==> src/rtl/lcd_frame_out.sv <==
// Captures the controller's IRB frame writes and, on a done rising edge,
// streams the frame raster-order over valid/ready with sof/eol/eof markers and a checksum.
module lcd_frame_out #(
  parameter int COLS = 8,
  parameter int ROWS = 8,
  parameter int DW   = 8,
  parameter int AW   = 6
) (
  input  logic          clk,
  input  logic          reset,
  input  logic          irb_rw,
  input  logic [AW-1:0] irb_a,
  input  logic [DW-1:0] irb_d,
  input  logic          done_in,
  output logic [DW-1:0] pix_data,
  output logic          pix_valid,
  input  logic          pix_ready,
  output logic          pix_sof,
  output logic          pix_eol,
  output logic          pix_eof,
  output logic          frame_done,
  output logic [15:0]   checksum,
  output logic          miss_err,
  output logic          drop_err
);

  localparam int DEPTH = COLS * ROWS;
  localparam logic [DEPTH-1:0] ONE_HOT0 = DEPTH'(1);

  typedef enum logic [1:0] {
    CAPTURE,
    STREAM,
    FIN
  } state_t;

  state_t state, state_nx;

  logic [DW-1:0]    mem [DEPTH];
  logic [DEPTH-1:0] mask;
  logic [DEPTH-1:0] mask_set;
  logic [AW-1:0]    idx;
  logic             done_d;
  logic             done_rise;
  logic             wr;
  logic             accept;
  logic             last;

  assign wr        = ~irb_rw;
  assign done_rise = done_in & ~done_d;
  assign accept    = pix_valid & pix_ready;
  assign last      = (idx == AW'(DEPTH - 1));
  assign mask_set  = wr ? (ONE_HOT0 << irb_a) : '0;

  // Frame storage is deliberately not reset; the mask alone says what is valid.
  always_ff @(posedge clk) begin
    if (state == CAPTURE && wr) begin
      mem[irb_a] <= irb_d;
    end
  end

  always_ff @(posedge clk or posedge reset) begin
    if (reset) begin
      state <= CAPTURE;
    end else begin
      state <= state_nx;
    end
  end

  always_comb begin
    state_nx   = state;
    pix_valid  = 1'b0;
    pix_data   = '0;
    pix_sof    = 1'b0;
    pix_eol    = 1'b0;
    pix_eof    = 1'b0;
    frame_done = 1'b0;
    case (state)
      CAPTURE: begin
        if (done_rise) begin
          state_nx = STREAM;
        end
      end
      STREAM: begin
        pix_valid = 1'b1;
        pix_data  = mem[idx];
        pix_sof   = (idx == '0);
        pix_eol   = ((int'(idx) % COLS) == (COLS - 1));
        pix_eof   = last;
        if (pix_ready && last) begin
          state_nx = FIN;
        end
      end
      FIN: begin
        frame_done = 1'b1;
        state_nx   = CAPTURE;
      end
      default: state_nx = CAPTURE;
    endcase
  end

  // The miss check includes a write landing on the same edge as the start.
  always_ff @(posedge clk or posedge reset) begin
    if (reset) begin
      done_d   <= 1'b0;
      mask     <= '0;
      idx      <= '0;
      checksum <= '0;
      miss_err <= 1'b0;
      drop_err <= 1'b0;
    end else begin
      done_d <= done_in;
      case (state)
        CAPTURE: begin
          mask <= mask | mask_set;
          if (done_rise) begin
            idx      <= '0;
            checksum <= '0;
            miss_err <= ~&(mask | mask_set);
            drop_err <= 1'b0;
          end
        end
        STREAM: begin
          if (wr) begin
            drop_err <= 1'b1;
          end
          if (accept) begin
            checksum <= checksum + 16'(pix_data);
            idx      <= idx + 1'b1;
          end
        end
        FIN: begin
          mask <= '0;
          if (wr) begin
            drop_err <= 1'b1;
          end
        end
        default: ;
      endcase
    end
  end

endmodule

==> config.mk <==
export PLATFORM = sky130hd
export DESIGN_NAME = lcd_frame_out
export DESIGN_NICKNAME = d
export VERILOG_FILES = /design/src/rtl/lcd_frame_out.sv
export SDC_FILE = /design/constraint.sdc
export NUM_CORES = 1
export LEC_CHECK = 0
export ABC_AREA = 1
export CORE_MARGIN = 2
export CORE_UTILIZATION = 55
export DETAILED_ROUTE_END_ITERATION = 6
export PLACE_DENSITY = 0.79
export SYNTH_ARGS = -nofsm -noshare
export SYNTH_HDL_FRONTEND = slang
export SYNTH_SLANG_ARGS = --single-unit
==> constraint.sdc <==
create_clock -name clk -period 9.1 [get_ports clk]
set_input_delay 0.91 -clock clk [delete_from_list [all_inputs] [get_ports clk]]
set_output_delay 0.91 -clock clk [all_outputs]
set_load 0.02 [all_outputs]
==> qor.txt <==
Status = completed
Internal power = 5.269 mW
Period utilisation layout = 0.6212
RSZ-0062 raised after global routing = false
Inserted Diodes = 0
CP Data Required Time = 8190 ps
Number of detailed-routing iterations run before antenna repair = 6
Register share of total power = 0.384
Type of the tightest min-delay check = flop to flop
Share of total power in the clock network = 0.305
Remaining design rule violation count = 0
Syn Nets = 2,509
Initial antenna violation count = 0
First-iteration detailed-routing DRC count = 2,793
Clock tree from TritonCTS = yes
Synthesized area per cell = 10.39 sq um
Area taken by flip-flops and latches = 17,660 sq um
Root cell of the clock tree = clkbuf_16
Max-slew violations = 0
Switching power of the nets = 3.021 mW
Fraction of layout cells with a size suffix above 1 = 0.06159
Cell Pwr Density = 290.1 nW/um^2
Num CTS Buffers = 58
Total I/O pin count = 50
Max-cap check violation count = 0
Clock-pin transition on the worst setup and hold timing paths = 70 ps
GP Congestion = 0.8699
Post-route ant nets = 0
Combinational power share = 0.311
Final wirelength = 65,080 microns
Highest metal used = met4
Clock sink count = 603
Via total after detailed routing = 18.42k
Sum of met2 wire segment lengths after detailed routing = 30,500 microns
Via count of the first global-routing pass = 17.98k
Number of enable flip-flop cells after synthesis = 512
FP Rows = 79
Starting utilization of the core area = 0.5545
Wire length of the first global-routing pass = 100,100 microns
Area enclosed by the die boundary = 48,480 sq um
Ys async rst share = 0.1509
Number of warnings issued by yosys = 0
Count of filler cells inserted in the layout = 3,456
Category of the critical setup timing path = flop to output pin
IO buf count = 49
Multi-input logic area = 6890 sq um
Met3 Routed Length = 6670 microns
Post-route minimum period = 5653 ps
Peak VDD IR = 0.2961 mV
Total non-filler cell area in the finished layout = 28,580 sq um
Cell area after synthesis = 25,710 sq um
Setup Total Neg Slack = 0 ps
Crit path largest cell delay = 760 ps
Drt via density = 5.835
Instance area at placement = 26,580 sq um
Deepest level of the CTS H-tree = 2
Core outline area = 46,360 sq um
CP Buf/Inv Count = 3
Average routed wire per standard cell = 20.62 microns
Tot GR Track Use = 0.2726
Largest buffer count on any clock path = 3
Die extent in y = 220.2 microns
Number of endpoints with negative hold slack in the final report = 0
Switching fraction of total power = 0.3644
Worst-path maximum fanout = 258
Critical path arrival = 4740 ps
Number of failing setup endpoints in the final timing report = 0
Endpoint type of the worst setup path = output pin
Part of the Yosys area used for sequential elements = 0.6867
Cell class contributing the biggest share of worst-path delay = buffers and inverters
WHS = 507.3 ps
Worst-path cell with the longest stage delay = dfrtp_4
Cell chain of the critical path = inv_6, buf_12, o21ai_0, nand2_1, nand2_1, nand2_1, nor2_1, nor2_1, nor2_1, a21oi_1, clkdlybuf4s50_1
Layout-stage area growth over the synthesis result = 11.19%
Number of hold-repair buffers added at the cts stage = 0
Flip-flop and latch count after synthesis = 603
Chip Width = 220.2 microns
Utilization after layout = 0.6165
Crit start category = flop
HPWL after detailed placement = 37,530 microns
Total global routing overflow = 0
Unique cell type count in the Yosys netlist = 36
Post-synthesis instance total = 2,475
Achievable Freq = 176.9 MHz
Largest net degree at the start of global routing = 259
Setup clock skew after layout = 34.68 ps
Leakage component of the power = 10.64 nW
Cts repair resizes = 0
Worst slew margin relative to its limit = 0.1990
Clock latency on the worst-skew pair = 640 ps
Post-CTS Setup Repair Bufs = 0
Slew at the pin with the worst max-slew slack = 1202 ps
Top FF cell, synth = edfxtp_1
Post-route met1 wirelength = 25,690 microns
Final-stage net count = 2,533
power groups by stage:
stage	clock network [mW]	logic [mW]	registers (mW)
detailed placement	0	2.49	3.24
floorplan	0	1.83	3.16
global route	2.64	2.84	3.20
global placement	0	2.44	3.24
CTS	2.54	2.52	3.19
finish	2.53	2.58	3.19
metal layers:
metal  up-vias  global-route usage
li1       8338                   -
met1      8931              0.3655
met2       991              0.4340
met3       155             0.06254
met4         0              0.1107
met5         -                   0
Yosys cell counts, types with 7 or more instances:
cell / number / area, sq um
ha_1: 14 / 175.2
a21oi_1: 61 / 305.3
nor2_1: 670 / 2515
o21bai_1: 7 / 52.55
buf_1: 10 / 37.54
buf_2: 23 / 115.1
buf_6: 18 / 202.7
o21ai_0: 213 / 1066
o21ai_1: 129 / 645.6
nand3_1: 28 / 140.1
nand2_1: 440 / 1652
nor3_1: 19 / 95.09
dfrtp_1: 91 / 2277
clkbuf_1: 59 / 221.5
o22ai_1: 10 / 62.56
edfxtp_1: 512 / 15370
inv_1: 141 / 529.3
sequential cells by signal (all words and copies together), names as in the netlist:
| signal | cells |
|---|---|
| done_d | 1 |
| mem | 512 |
| idx | 6 |
| state | 2 |
| miss_err | 1 |
| mask | 64 |
| drop_err | 1 |
| checksum | 16 |
cells by family (layout without fill, tap and decap cells):
family	count (synthesis)	after routing	share of synthesized area
AND/OR/NAND/NOR	1166	1166	0.1739
flip-flops	603	603	0.6867
AO/OA/AOI/OAI	428	428	0.08547
buffers and inverters	262	336	0.04605
adder cells (fa/ha/maj)	15	15	0.007593
XOR/XNOR	1	1	0.0003408
area by class of cell:
| class | instances | share of cell area |
|---|---|---|
| clock buffers | 66 | 0.05253 |
| clock inverters | 44 | 0.01760 |
| inverters | 145 | 0.01931 |
| multi-input cells | 1610 | 0.2411 |
| flip-flops and latches | 603 | 0.6179 |
| well taps | 607 | 0.02657 |
| repair buffers | 81 | 0.02504 |
worst min-delay path: cells and delay by family (launching register included):
kind	cells	cell delay [ps]
simple gates	2	130
flops	1	340
per-stage QoR:
step	instances	setup WS [ps]	total power, mW
after floorplan	2475	5826	4.997
after global placement	3046	4368	5.675
after detailed placement	3046	4350	5.734
after CTS	3156	3662	8.252
after global routing	3156	3356	8.675
final	3156	3447	8.290
final timing paths:
kind,start,to,slack (ps),depth (start not counted)
max,idx[0],pix_data[7],3450,11
min,mask[6],mask[6],510,2
max reg2reg,idx[0],checksum[15],4350,22
min reg2reg,mask[6],mask[6],510,2
max in group asynchronous,reset,idx[0],7190,3
min in group asynchronous,reset,mask[54],650,2
layout by cell type, fill, tap and decap left out, types with 2 or more instances in the layout:
| cell type | count |
|---|---|
| ha_1 | 13 |
| bufinv_16 | 10 |
| a22o_1 | 2 |
| o21ai_0 | 213 |
| buf_12 | 2 |
| clkinvlp_4 | 7 |
| clkinv_2 | 17 |
| nand2_1 | 440 |
| buf_2 | 8 |
| clkbuf_16 | 58 |
| nor3_2 | 4 |
| clkbuf_8 | 2 |
| nor2_1 | 667 |
| clkdlybuf4s50_1 | 41 |
| o21ai_1 | 129 |
| buf_4 | 30 |
| nor3_1 | 17 |
| dfrtp_1 | 89 |
| a31oi_1 | 2 |
| inv_6 | 3 |
| inv_2 | 3 |
| nor2_2 | 4 |
| dfrtp_4 | 2 |
| clkinv_1 | 7 |
| a21oi_1 | 61 |
| o21bai_1 | 7 |
| inv_1 | 139 |
| o22ai_1 | 10 |
| edfxtp_1 | 512 |
| nand4_1 | 3 |
| clkbuf_1 | 6 |
| nand3_1 | 28 |
Power figures use the tool's default switching activity.
